==> config.mk <==
export PLATFORM = sky130hd
export DESIGN_NAME = score_cmd_arbiter
export DESIGN_NICKNAME = d
export VERILOG_FILES = /design/src/rtl/score_pkg.sv /design/src/rtl/rr_arbiter.sv /design/src/rtl/score_cmd_arbiter.sv
export SDC_FILE = /design/constraint.sdc
export NUM_CORES = 1
export LEC_CHECK = 0
export BUFFER_PORTS_ARGS = -buffer_cell sky130_fd_sc_hd__buf_2
export CORE_UTILIZATION = 50
export CTS_CLUSTER_SIZE = 14
export DETAILED_ROUTE_END_ITERATION = 7
export PLACE_DENSITY = 0.81
export RECOVER_POWER = 100
export SLEW_MARGIN = 20
export SYNTH_ARGS = -nofsm -noshare
export SYNTH_HDL_FRONTEND = slang
export SYNTH_HIERARCHICAL = 1
export SYNTH_SLANG_ARGS = --single-unit
==> constraint.sdc <==
create_clock -name clk -period 2.61 [get_ports clk]
set_input_delay 0.522 -clock clk [delete_from_list [all_inputs] [get_ports clk]]
set_output_delay 0.522 -clock clk [all_outputs]
set_load 0.01 [all_outputs]
==> src/rtl/score_pkg.sv <==
// Shared types and constants for the score command arbiter.
package score_pkg;

  typedef enum logic [1:0] {
    IDLE  = 2'd0,
    SETUP = 2'd1,
    PULSE = 2'd2,
    GAP   = 2'd3
  } state_t;

  localparam logic OP_ADD = 1'b1;
  localparam logic OP_SUB = 1'b0;

  localparam logic [2:0] P1 = 3'b001;
  localparam logic [2:0] P2 = 3'b010;
  localparam logic [2:0] P3 = 3'b011;

  function automatic logic is_valid_player(input logic [2:0] code);
    return (code == P1) || (code == P2) || (code == P3);
  endfunction

endpackage

==> src/rtl/rr_arbiter.sv <==
// Combinational round-robin picker: first active request at or above ptr,
// wrapping to the lowest index when nothing at or above ptr is requesting.
module rr_arbiter #(
  parameter int unsigned NUM_REQ = 3,
  localparam int unsigned PTR_W  = $clog2(NUM_REQ)
) (
  input  logic [NUM_REQ-1:0] req,
  input  logic [PTR_W-1:0]   ptr,
  output logic [NUM_REQ-1:0] grant,
  output logic               any_req
);

  logic found;

  always_comb begin
    grant = '0;
    found = 1'b0;
    for (int i = 0; i < int'(NUM_REQ); i++) begin
      if (!found && req[i] && (PTR_W'(i) >= ptr)) begin
        grant[i] = 1'b1;
        found    = 1'b1;
      end
    end
    // Wrap-around pass: only reached when nothing at or above ptr requested.
    for (int i = 0; i < int'(NUM_REQ); i++) begin
      if (!found && req[i]) begin
        grant[i] = 1'b1;
        found    = 1'b1;
      end
    end
  end

  assign any_req = |req;

endmodule

==> src/rtl/score_cmd_arbiter.sv <==
// Round-robin arbiter serialising judge add/sub requests into clean chose/add/sub
// sequences for the score datapath. Optional SCORE_ARB_STATS_EN enables cmd_count.
module score_cmd_arbiter
  import score_pkg::*;
#(
  parameter int unsigned NUM_REQ      = 3,
  parameter int unsigned PULSE_CYCLES = 2,
  parameter int unsigned GAP_CYCLES   = 4
) (
  input  logic                   clk,
  input  logic                   clr,
  input  logic [NUM_REQ-1:0]     req,
  input  logic [NUM_REQ-1:0]     req_op,
  input  logic [3*NUM_REQ-1:0]   req_player,
  input  logic                   lock,
  output logic [NUM_REQ-1:0]     ack,
  output logic                   add,
  output logic                   sub,
  output logic [2:0]             chose,
  output logic                   busy,
  output logic                   err_drop,
  output logic [7:0]             cmd_count
);

  localparam int unsigned PTR_W   = $clog2(NUM_REQ);
  localparam int unsigned MAX_CYC = (PULSE_CYCLES > GAP_CYCLES) ? PULSE_CYCLES : GAP_CYCLES;
  localparam int unsigned CNT_W   = $clog2(MAX_CYC + 1);

  state_t               state_q, state_d;
  logic [CNT_W-1:0]     cnt_q, cnt_d;
  logic [PTR_W-1:0]     ptr_q, ptr_d;
  logic                 op_q, op_d;
  logic [2:0]           player_q, player_d;
  logic [NUM_REQ-1:0]   ack_q, ack_d;
  logic                 err_drop_q, err_drop_d;
  logic                 add_q, add_d;
  logic                 sub_q, sub_d;
  logic [2:0]           chose_q, chose_d;
  logic                 busy_q, busy_d;

  logic [NUM_REQ-1:0]   req_eff, grant;
  logic                 any_req;
  logic [PTR_W-1:0]     win_idx;
  logic                 win_op;
  logic [2:0]           win_player;

  // A request acked this cycle is still high by protocol; it must not win again.
  assign req_eff = req & ~ack_q;

  rr_arbiter #(.NUM_REQ(NUM_REQ)) u_rr (
    .req     (req_eff),
    .ptr     (ptr_q),
    .grant   (grant),
    .any_req (any_req)
  );

  always_comb begin
    win_idx    = '0;
    win_op     = OP_SUB;
    win_player = 3'b000;
    for (int i = 0; i < int'(NUM_REQ); i++) begin
      if (grant[i]) begin
        win_idx    = PTR_W'(i);
        win_op     = req_op[i];
        win_player = req_player[3*i +: 3];
      end
    end
  end

  always_ff @(posedge clk or posedge clr) begin
    if (clr) begin
      state_q    <= IDLE;
      cnt_q      <= '0;
      ptr_q      <= '0;
      op_q       <= OP_SUB;
      player_q   <= 3'b000;
      ack_q      <= '0;
      err_drop_q <= 1'b0;
      add_q      <= 1'b0;
      sub_q      <= 1'b0;
      chose_q    <= 3'b000;
      busy_q     <= 1'b0;
    end else begin
      state_q    <= state_d;
      cnt_q      <= cnt_d;
      ptr_q      <= ptr_d;
      op_q       <= op_d;
      player_q   <= player_d;
      ack_q      <= ack_d;
      err_drop_q <= err_drop_d;
      add_q      <= add_d;
      sub_q      <= sub_d;
      chose_q    <= chose_d;
      busy_q     <= busy_d;
    end
  end

  always_comb begin
    state_d    = state_q;
    cnt_d      = cnt_q;
    ptr_d      = ptr_q;
    op_d       = op_q;
    player_d   = player_q;
    ack_d      = '0;
    err_drop_d = 1'b0;
    case (state_q)
      IDLE: begin
        if (!lock && any_req) begin
          ack_d = grant;
          ptr_d = (win_idx == PTR_W'(NUM_REQ - 1)) ? '0 : win_idx + PTR_W'(1);
          if (is_valid_player(win_player)) begin
            state_d  = SETUP;
            op_d     = win_op;
            player_d = win_player;
          end else begin
            err_drop_d = 1'b1;
          end
        end
      end
      SETUP: begin
        state_d = PULSE;
        cnt_d   = '0;
      end
      PULSE: begin
        if (cnt_q == CNT_W'(PULSE_CYCLES - 1)) begin
          state_d = GAP;
          cnt_d   = '0;
        end else begin
          cnt_d = cnt_q + CNT_W'(1);
        end
      end
      GAP: begin
        if (cnt_q == CNT_W'(GAP_CYCLES - 1)) begin
          state_d = IDLE;
          cnt_d   = '0;
        end else begin
          cnt_d = cnt_q + CNT_W'(1);
        end
      end
      default: state_d = IDLE;
    endcase
  end

  // Strobes lag the state by one register so chose settles a full cycle before add/sub.
  always_comb begin
    add_d   = 1'b0;
    sub_d   = 1'b0;
    chose_d = chose_q;
    busy_d  = (state_d != IDLE);
    if (state_q == SETUP) begin
      chose_d = player_q;
    end
    if (state_q == PULSE) begin
      add_d = (op_q == OP_ADD);
      sub_d = (op_q == OP_SUB);
    end
  end

  assign ack      = ack_q;
  assign err_drop = err_drop_q;
  assign add      = add_q;
  assign sub      = sub_q;
  assign chose    = chose_q;
  assign busy     = busy_q;

`ifdef SCORE_ARB_STATS_EN
  logic [7:0] cmd_count_q, cmd_count_d;

  always_comb begin
    cmd_count_d = cmd_count_q;
    if ((state_q == IDLE) && (state_d == SETUP)) begin
      cmd_count_d = cmd_count_q + 8'd1;
    end
  end

  always_ff @(posedge clk or posedge clr) begin
    if (clr) begin
      cmd_count_q <= 8'd0;
    end else begin
      cmd_count_q <= cmd_count_d;
    end
  end

  assign cmd_count = cmd_count_q;
`else
  assign cmd_count = 8'd0;
`endif

endmodule

Word-level counts from Yosys, hierarchy flattened
Index checks and enable logic that the tools add are counted.
{ "totals": {"output_inout_bits": 18, "inputBits": 18, "reg_bits": 21} }
{ "op_classes": {"n_lt_le_gt_ge": 3, "n_reduce_logical": 23, "n_eq_ne": 9, "n_mux": 34, "add_sub_neg": 2, "bitwise": 3} }
{ "op_table": {"columns": ["operator", "count"], "rows": [
  ["$mux 3", 7],
  ["$mux 1", 19],
  ["$mux 2", 6],
  ["$eq 3x2->1 const B", 3],
  ["$logic_and 1x1->1", 9],
  ["$pmux 3 s3", 1],
  ["$pmux 2 s4", 1],
  ["$eq 2x2->1 const B", 3],
  ["$eq 3x1->1 const B", 2],
  ["$logic_not 1->1", 6],
  ["$ge 1x2->1 const A", 2],
  ["$add 3x1->3 const B", 1],
  ["$and 3x3->3", 1],
  ["$not 3->3", 1],
  ["$reduce_and 3->1", 1],
  ["$reduce_bool 3->1", 1],
  ["$reduce_or 3->1", 1],
  ["$add 2x1->2 const B", 1],
  ["$eq 2x1->1 const B", 1],
  ["$ge 2x2->1 const A", 1],
  ["$logic_not 2->1", 1],
  ["$logic_or 1x1->1", 2],
  ["$reduce_and 2->1", 1],
  ["$reduce_bool 2->1", 1],
  ["$not 1->1", 1]
]} }

Logic depth before layout (Yosys ltp)
Gate-level depths: netlist of run 1.
{ "depth": {"depth_word": 29, "mapped_depth": 8, "mapped_depth_nobuf": 7} }

By module
The synthesis of run 1 kept the hierarchy.
{ "by_module_without_submodules": {"columns": ["mod", "seq_area_each_um2", "area_each_um2", "instances", "cells_each"], "rows": [
  ["score_cmd_arbiter", 525.5, 1121.1, 1, 107],
  ["rr_arbiter", 0.0, 78.8, 1, 11]
]} }

Least setup slack after synthesis of run 1
Ideal clock, no wire load.
{ "synth_timing": {"path_type": "input-to-reg", "startpoint": "input req[1]", "endpoint": "register op_q", "arrival_time_ns": 1.982, "path_stages": 8, "setup_time_ns": 0.125, "slack_ns": 0.503, "n_path_buf": 1, "t_required_ns": 2.485, "path_cell_list": "nor2b_1 > nor3b_1 > o31a_1 > buf_2 > a21oi_1 > a21oi_2 > o211ai_2 > mux2_4"} }
{ "synth_between": {"elab_chain_len": 22, "elab_cells_between_ends": 35} }
{ "synth_lines": {"columns": ["element", "line", "text"], "rows": [
  ["start: declaration", "score_cmd_arbiter.sv:12", "input logic [NUM_REQ-1:0] req,"],
  ["$and 3x3->3 (*)", "score_cmd_arbiter.sv:48", "assign req_eff = req & ~ack_q;"],
  ["$logic_and 1x1->1 (2 in a row)", "rr_arbiter.sv:19", "if (!found && req[i] && (PTR_W'(i) >= ptr)) begin"],
  ["$mux 1", "rr_arbiter.sv:19", null],
  ["$logic_not 1->1", "rr_arbiter.sv:19", null],
  ["$logic_and 1x1->1 (2 in a row)", "rr_arbiter.sv:19", null],
  ["$mux 1", "rr_arbiter.sv:19", null],
  ["$logic_not 1->1", "rr_arbiter.sv:26", "if (!found && req[i]) begin"],
  ["$logic_and 1x1->1", "rr_arbiter.sv:26", null],
  ["[4 not listed]", null, null],
  ["$logic_not 1->1", "rr_arbiter.sv:26", null],
  ["$logic_and 1x1->1", "rr_arbiter.sv:26", null],
  ["$mux 1 (*)", "rr_arbiter.sv:26", null],
  ["named net grant[2]", "score_cmd_arbiter.sv:41", "logic [NUM_REQ-1:0] req_eff, grant;"],
  ["$mux 3", "score_cmd_arbiter.sv:62", "if (grant[i]) begin"],
  ["$eq 3x1->1 / $eq 3x2->1 (equally long branches)", "score_pkg.sv:19", "return (code == P1) || (code == P2) || (code == P3);"],
  ["$logic_or 1x1->1 (2 in a row)", "score_pkg.sv:19", null],
  ["$reduce_and 3->1 (no source line)", null, null],
  ["end signal: assignment", "score_cmd_arbiter.sv:87", "op_q <= op_d;"],
  ["end: declaration", "score_cmd_arbiter.sv:32", "logic op_q, op_d;"]
]} }
Mark *: on every way through the listed nets, which the timed path passes. The rest lies on a longest branch.
A chain may end at the register's enable or synchronous reset.

Final worst setup path of run 1
{ "layout_timing": {"startpoint": "register ack_q[0], in the netlist ack[0]", "endpoint": "register op_q"} }
{ "layout_between": {"elab_chain_len": 26, "elab_cells_between_ends": 39} }
{ "layout_lines": {"columns": ["element", "line", "text"], "rows": [
  ["start: declaration", "score_cmd_arbiter.sv:34", "logic [NUM_REQ-1:0] ack_q, ack_d;"],
  ["start signal: assignment", "score_cmd_arbiter.sv:89", "ack_q <= ack_d;"],
  ["$not 3->3 (*)", "score_cmd_arbiter.sv:48", null],
  ["$and 3x3->3 (*)", "score_cmd_arbiter.sv:48", null],
  ["named net req_eff[0]", "score_cmd_arbiter.sv:41", null],
  ["$logic_and 1x1->1", "rr_arbiter.sv:19", null],
  ["$mux 1", "rr_arbiter.sv:19", null],
  ["$logic_not 1->1", "rr_arbiter.sv:19", null],
  ["$logic_and 1x1->1 (2 in a row)", "rr_arbiter.sv:19", null],
  ["$mux 1", "rr_arbiter.sv:19", null],
  ["[10 not listed]", null, null],
  ["$logic_not 1->1", "rr_arbiter.sv:26", null],
  ["$logic_and 1x1->1", "rr_arbiter.sv:26", null],
  ["$mux 1 (*)", "rr_arbiter.sv:26", null],
  ["named net grant[2]", "score_cmd_arbiter.sv:41", null],
  ["$mux 3", "score_cmd_arbiter.sv:62", null],
  ["$eq 3x1->1 / $eq 3x2->1 (equally long branches)", "score_pkg.sv:19", null],
  ["$logic_or 1x1->1 (2 in a row)", "score_pkg.sv:19", null],
  ["$reduce_and 3->1 (no source line)", null, null]
]} }
Marks and branches as above.

==> results of run 1 <==
-- synthesized netlist by cell type --
cell,count
inv_1,7
buf_4,8
buf_6,1
dfrtp_1,21
nand2_1,8
nand2b_1,4
o21a_1,2
and3b_1,2
a21oi_2,2
a221oi_2,1
nor3b_1,2
a22o_1,4
o21ai_0,5
xnor2_1,1
o211ai_2,1
and2_1,5
o31ai_1,1
nor4b_4,1
and3_1,1
and2b_1,1
o31a_1,1
conb_1,1
o211ai_1,1
clkbuf_1,1
buf_2,2
mux2_4,1
nand3b_1,5
nor2_1,5
nor2b_1,7
a21oi_1,5
mux2_2,3
nand3_1,3
ha_1,4
o221a_2,1
-- state kept, by name, indices dropped and copies added (netlist names) --
name / count
ack: 3
add: 1
busy: 1
chose: 3
cnt_q: 3
err_drop: 1
op_q: 1
player_q: 3
ptr_q: 2
state_q: 2
sub: 1
-- worst min-delay path by stage --
stage                     start        to  slack, ns  cells past startpoint
final                       clr    ack[0]       0.36                      2
after global routing        clr  cnt_q[1]       0.41                      2
after CTS                   clr  cnt_q[1]       0.39                      2
after detailed placement   op_q       sub       0.47                      1
after global placement     op_q       sub       0.47                      1
after floorplan            op_q       sub       0.42                      1
-- critical path: stages (launching register included) --
cell and delay, ns:
dfrtp_1 0.39, nor2b_1 0.27, nor2_1 0.11, o31a_1 0.37, a21oi_1 0.20, a21oi_2 0.11
o211ai_1 0.35, mux2_4 0.33
-- area by class of cell --
cell class / count / share of cell area [%]
Inverter: 7 / 1.99
Clock buffer: 4 / 1.99
Multi-Input combinational cell: 85 / 43.6
Timing Repair Buffer: 28 / 9.87
Sequential cell: 21 / 39.8
Tap cell: 28 / 2.66
-- power groups by stage --
stage / registers [mW] / logic [mW] / clock network, mW
2_1_floorplan: 0.519 / 0.408 / 0
3_3_place_gp: 0.538 / 0.475 / 0
3_5_place_dp: 0.544 / 0.499 / 0
4_1_cts: 0.538 / 0.502 / 0.155
5_1_grt: 0.551 / 0.543 / 0.167
6_report: 0.536 / 0.485 / 0.150
-- stage by stage --
step	util (%)	power, mW	cell area [um^2]	setup slack, ns	instances
6_report	59.0	1.17	1320	0.365	173
5_1_grt	59.0	1.26	1320	0.244	173
4_1_cts	60.2	1.20	1350	0.505	173
3_5_place_dp	59.0	1.04	1320	0.276	169
3_3_place_gp	59.0	1.01	1320	0.374	169
2_1_floorplan	-	0.927	1230	0.503	125
-- logic make-up (layout without fill, tap and decap cells) --
family / Yosys count / in the layout
multiplexers: 4 / 4
other: 1 / 8
buffers and inverters: 19 / 39
flip-flops: 21 / 21
AO/OA/AOI/OAI: 24 / 24
adder cells (fa/ha/maj): 4 / 4
AND/OR/NAND/NOR: 44 / 44
XOR/XNOR: 1 / 1
-- per-layer routing --
layer  vias to the layer above  track usage, %  part of all wire, %
met3                         2            2.68                  5.5
met4                         0            6.94                 0.72
li1                        440               -                    -
met1                       440            21.8                   43
met5                         -               0                    0
met2                        28            34.4                   50
==> flow_summary.json, run 1 <==
{
  "outcome": "complete, no violations",
  "first_pass_iters": 4,
  "end_kind": "register",
  "finalCriticalPeriod_ns": 2.25,
  "synth_top_family_by_area": "simple AND/OR/NAND/NOR gates",
  "yosysTopAreaCellShare_pct": 43.8,
  "drc": 0,
  "hold_buffers": 0,
  "place_hpwl_um": 1720,
  "die_area_um2": 2600,
  "yosys-mux-area-fraction_pct": 4.07,
  "clockBufferDepth": 2,
  "required_ns": 2.79,
  "power_frac_seq_pct": 45.8,
  "fillers": 206,
  "fin_nets": 168,
  "critPathKind": "reg2reg",
  "ys_top_cells_by_area": "dfrtp_1 (44%), buf_4 (5.0%), ha_1 (4.2%), nor2b_1 (3.6%), nand3b_1 (3.1%)",
  "r2r-start": "ack[0]",
  "drt_wl_total_um": 2240,
  "crit_path_end": "op_q",
  "r2r_setup_slack_ns": 0.36,
  "multiInputGateArea_um2": 576,
  "wire_per_inst_um": 12.9,
  "gp_congestion": 0.754,
  "final_common_cell": "dfrtp_1",
  "io_pins": 36,
  "p_sw_mw": 0.448,
  "finalClockSkew_ns": 0.00636,
  "min_period_over_period_pct": 86.0,
  "io_buffers": 27,
  "layout-drive-gt1-share_pct": 20.7,
  "synth_xor_area_share_pct": 0.730,
  "yosys.area.top_type": "dfrtp_1",
  "cts_resized": 0,
  "hold_viol_final": 0,
  "die_y_um": 51.0,
  "grt_overflow": 0,
  "grt_pass1_wl_um": 3620,
  "worst_pin_slew_ns": 0.787,
  "drtIter0Drc": 13,
  "syn_inst": 118,
  "leakagePower_nw": 0.640,
  "setup_tns_ns": 0,
  "synth-simple-area-share_pct": 22.6,
  "synthDistinctLibCells": 34,
  "synthAdderAreaFrac_pct": 4.17,
  "ys_warn_count": 6,
  "cts_root_buffer": "clkbuf_4",
  "worst_setup_path_start_kind": "register",
  "power.share.switching_pct": 38.3,
  "fin_hold_ws_ns": 0.359,
  "htree_num_levels": 1,
  "area_growth_pct": 9.91,
  "synth_seq_area_share_pct": 43.8,
  "finalSetupViolCount": 0,
  "cts_tree": "built",
  "relSlewSlack_pct": 47.5,
  "cts_buffers": 3,
  "p_per_area_nw_per_um2": 888,
  "antenna_found_initial": 0,
  "p_clk_share_pct": 12.8,
  "max_freq_mhz": 445,
  "crit_arrival_ns": 2.43,
  "most-common-layout-cells": "dfrtp_1 (21), buf_2 (17), clkbuf_1 (11), nand2_1 (8), conb_1 (8)",
  "drv_cap": 0,
  "post_cts_buffers": 0,
  "cts.sinks": 21,
  "fp-row-count": 17,
  "grt_use_total_pct": 18.8,
  "r2r-end": "op_q",
  "reg2reg_depth": 7,
  "dieWidth_um": 51.0,
  "ir_drop_v": 0.000414,
  "clk_pin_slew_worst_paths_ns": 0.11,
  "cp_max_fo": 11,
  "dr_total_vias": 910,
  "startpoint": "ack[0]",
  "vias_per_cell": 5.26,
  "hp-class": "in2async",
  "synth_compound_area_share_pct": 15.0,
  "initial_core_util_pct": 53.7,
  "grt_pass1_vias": 852,
  "insertion_delay_ns": 0.29,
  "core_um2": 2230,
  "diodes": 0,
  "grt_max_degree": 22,
  "grt_setup_unrepaired": "false",
  "avgSynthCellArea_um2": 10.2,
  "drtAntennaViolNets": 0,
  "seq_area_um2": 526,
  "maxSlewViolCount": 0,
  "pwr-share-comb_pct": 41.4,
  "p_int_mw": 0.722,
  "netlist_area_um2": 1200,
  "synth-seq-cells": 21
}
(Power assumes the default switching activity.)
==> inputs of run 2 (changes only) <==
Settings changed: CORE_UTILIZATION 50 to 51, PLACE_DENSITY 0.81 to 0.79, RECOVER_POWER 100 to 25, SYNTH_HIERARCHICAL 1 to unset.
==> flow_summary.json, run 2 <==
{
  "netlist_area_um2": 1240,
  "crit_arrival_ns": 2.24,
  "p_int_mw": 0.725,
  "die_area_um2": 2630,
  "htree_num_levels": 1,
  "outcome": "complete, no violations",
  "grt_pass1_vias": 889,
  "worst_pin_slew_ns": 0.742,
  "hold_buffers": 0,
  "cts_tree": "built",
  "finalSetupViolCount": 0,
  "drtIter0Drc": 20,
  "drtAntennaViolNets": 0,
  "min_period_over_period_pct": 78.3,
  "diodes": 0,
  "io_buffers": 27,
  "post_cts_buffers": 0,
  "max_freq_mhz": 490,
  "pwr-share-comb_pct": 40.9,
  "seq_area_um2": 526,
  "ys_top_cells_by_area": "dfrtp_1 (42%), o21ai_0 (4.9%), buf_4 (4.9%), ha_1 (4.0%), nor2b_1 (3.0%)",
  "fillers": 208,
  "yosysMostFrequentCell": "dfrtp_1",
  "vias_per_cell": 5.53,
  "p_per_area_nw_per_um2": 841,
  "avgSynthCellArea_um2": 10.2,
  "power_frac_seq_pct": 46.4,
  "grt_use_total_pct": 20.0,
  "synth_seq_area_share_pct": 42.5,
  "most-common-layout-cells": "buf_2 (27), dfrtp_1 (21), o21ai_0 (12), conb_1 (8)",
  "dr_total_vias": 978,
  "clk_pin_slew_worst_paths_ns": 0.11,
  "hold_viol_final": 0,
  "synthArstFlopShare_pct": 100,
  "synth_common_cells": "dfrtp_1 (21), o21ai_0 (12), buf_4 (8), nand3_1 (7), nor2_1 (7)",
  "synth-seq-cells": 21,
  "gp_congestion": 0.920,
  "yosys.area.top_type": "dfrtp_1",
  "ir_drop_v": 0.000571,
  "grt_pass1_wl_um": 3810,
  "setup_tns_ns": 0,
  "ys_warn_count": 0,
  "critPathKind": "reg2reg",
  "grt_setup_unrepaired": "false",
  "cts.sinks": 21,
  "insertion_delay_ns": 0.30,
  "cp_slowest_cell": "nor3_1",
  "initial_core_util_pct": 54.9,
  "leakagePower_nw": 0.681,
  "fin_nets": 172,
  "core_um2": 2250,
  "synthFlopType": "dfrtp_1",
  "p_clk_share_pct": 12.7,
  "yosysTopAreaCellShare_pct": 42.5,
  "layout-drive-gt1-share_pct": 31.5,
  "clockBufferDepth": 2,
  "antenna_found_initial": 0,
  "place_hpwl_um": 1900,
  "end_kind": "register",
  "p_sw_mw": 0.445,
  "startpoint": "ack[2]",
  "grt_max_degree": 22,
  "drt_wl_total_um": 2350,
  "io_pins": 36,
  "required_ns": 2.81,
  "cts_root_buffer": "clkbuf_4",
  "die_y_um": 51.3,
  "syn_inst": 121,
  "crit_buf_inv": 0,
  "final_cells": 177,
  "max_stage_delay_ns": 0.54,
  "power.share.switching_pct": 38.0,
  "synth_edf_count": 0,
  "synthDistinctLibCells": 38,
  "maxSlewViolCount": 0,
  "cp_max_fo": 5,
  "drc": 0,
  "cts_buffers": 3,
  "hp-class": "in2async",
  "grt_overflow": 0,
  "placedCellCount": 173,
  "worst_setup_path_start_kind": "register",
  "area_growth_pct": 12.3,
  "multiInputGateArea_um2": 641,
  "finalCriticalPeriod_ns": 2.04,
  "fp-row-count": 17,
  "dieWidth_um": 51.3,
  "critPathTopFamily": "simple AND/OR/NAND/NOR gates",
  "wire_per_inst_um": 13.3,
  "path_cells": "and2b_1 -> nor3_1 -> a211oi_1 -> o211ai_2 -> nand3_4 -> mux2_4",
  "finalClockSkew_ns": 0.00754,
  "first_pass_iters": 4,
  "r2r-start": "ack[2]",
  "relSlewSlack_pct": 50.5,
  "final_common_cell": "buf_2",
  "drv_cap": 0,
  "cts_resized": 0
}
-- run 2: cell count changes in the layout (fill, tap and decap cells not counted), moves of 3 or more --
cell      before  now
and2_1         3    0
a22o_1         4    0
clkbuf_1      11    0
buf_2         17   27
nand4_1        0    3
o21ai_0        5   12
nand3b_1       5    0
nand3_1        3    7
-- run 2: final cells by class --
cell class / instances / share of cell area (%)
multi-input combinational: 91 / 46.1
sequential: 21 / 37.8
timing repair buffer: 28 / 10.3
tap: 28 / 2.52
clock buffer: 3 / 1.62
inverter: 5 / 1.35
clock inverter: 1 / 0.360
-- run 2: path summary, 6_finish.rpt --
path / end / slack [ns] / cells after the start
setup / recovery: op_q / 0.57 / 6
hold / removal: busy / 0.33 / 2
setup reg to reg: op_q / 0.57 / 6
hold reg to reg: sub / 0.49 / 1
max in group asynchronous: ack[0] / 1.81 / 2
min in group clk: sub / 0.49 / 1
-- run 2: through the flow --
stage	area (um^2)	worst slack [ns]	power [mW]	util [%]	hold WS [ns]
finish	1390	0.567	1.17	61.7	0.327
global route	1390	0.509	1.27	61.7	0.387
CTS	1390	0.608	1.18	61.7	0.357
detailed placement	1360	0.372	1.03	60.4	0.460
global placement	1360	0.458	1.01	60.4	0.468
floorplan	1260	0.653	0.912	-	0.425
-- run 2: kinds of logic (layout without fill, tap and decap cells) --
kind of cell,after synthesis,in the layout,synth area share [%]
AO/OA/AOI/OAI,28,28,16.8
adder cells (fa/ha/maj),4,4,4.04
buffers and inverters,16,37,7.89
flip-flops,21,21,42.5
multiplexers,4,4,3.94
other,1,8,0.303
AND/OR/NAND/NOR,47,47,24.6
-- run 2: routing by layer --
layer | track usage [%] | part of all wire (%) | up-vias
met5 | 0 | 0 | -
met2 | 34.0 | 51 | 36
met4 | 12.6 | 2.6 | 0
li1 | - | - | 470
met1 | 24.0 | 42 | 466
met3 | 2.08 | 4.7 | 6
-- run 2: power by group through the flow --
stage                     Sequential (mW)  Combinational, mW  Clock [mW]
after floorplan                     0.526              0.386           0
after global placement              0.546              0.463           0
after detailed placement            0.551              0.482           0
after CTS                           0.544              0.484       0.157
after global routing                0.563              0.533       0.174
final                               0.543              0.479       0.148
-- run 2: worst reg2reg max path, cell delays in order (launching register included) --
cell and delay [ns]:
dfrtp_1 0.43, and2b_1 0.22, nor3_1 0.54, a211oi_1 0.15, o211ai_2 0.17, nand3_4 0.13
mux2_4 0.31
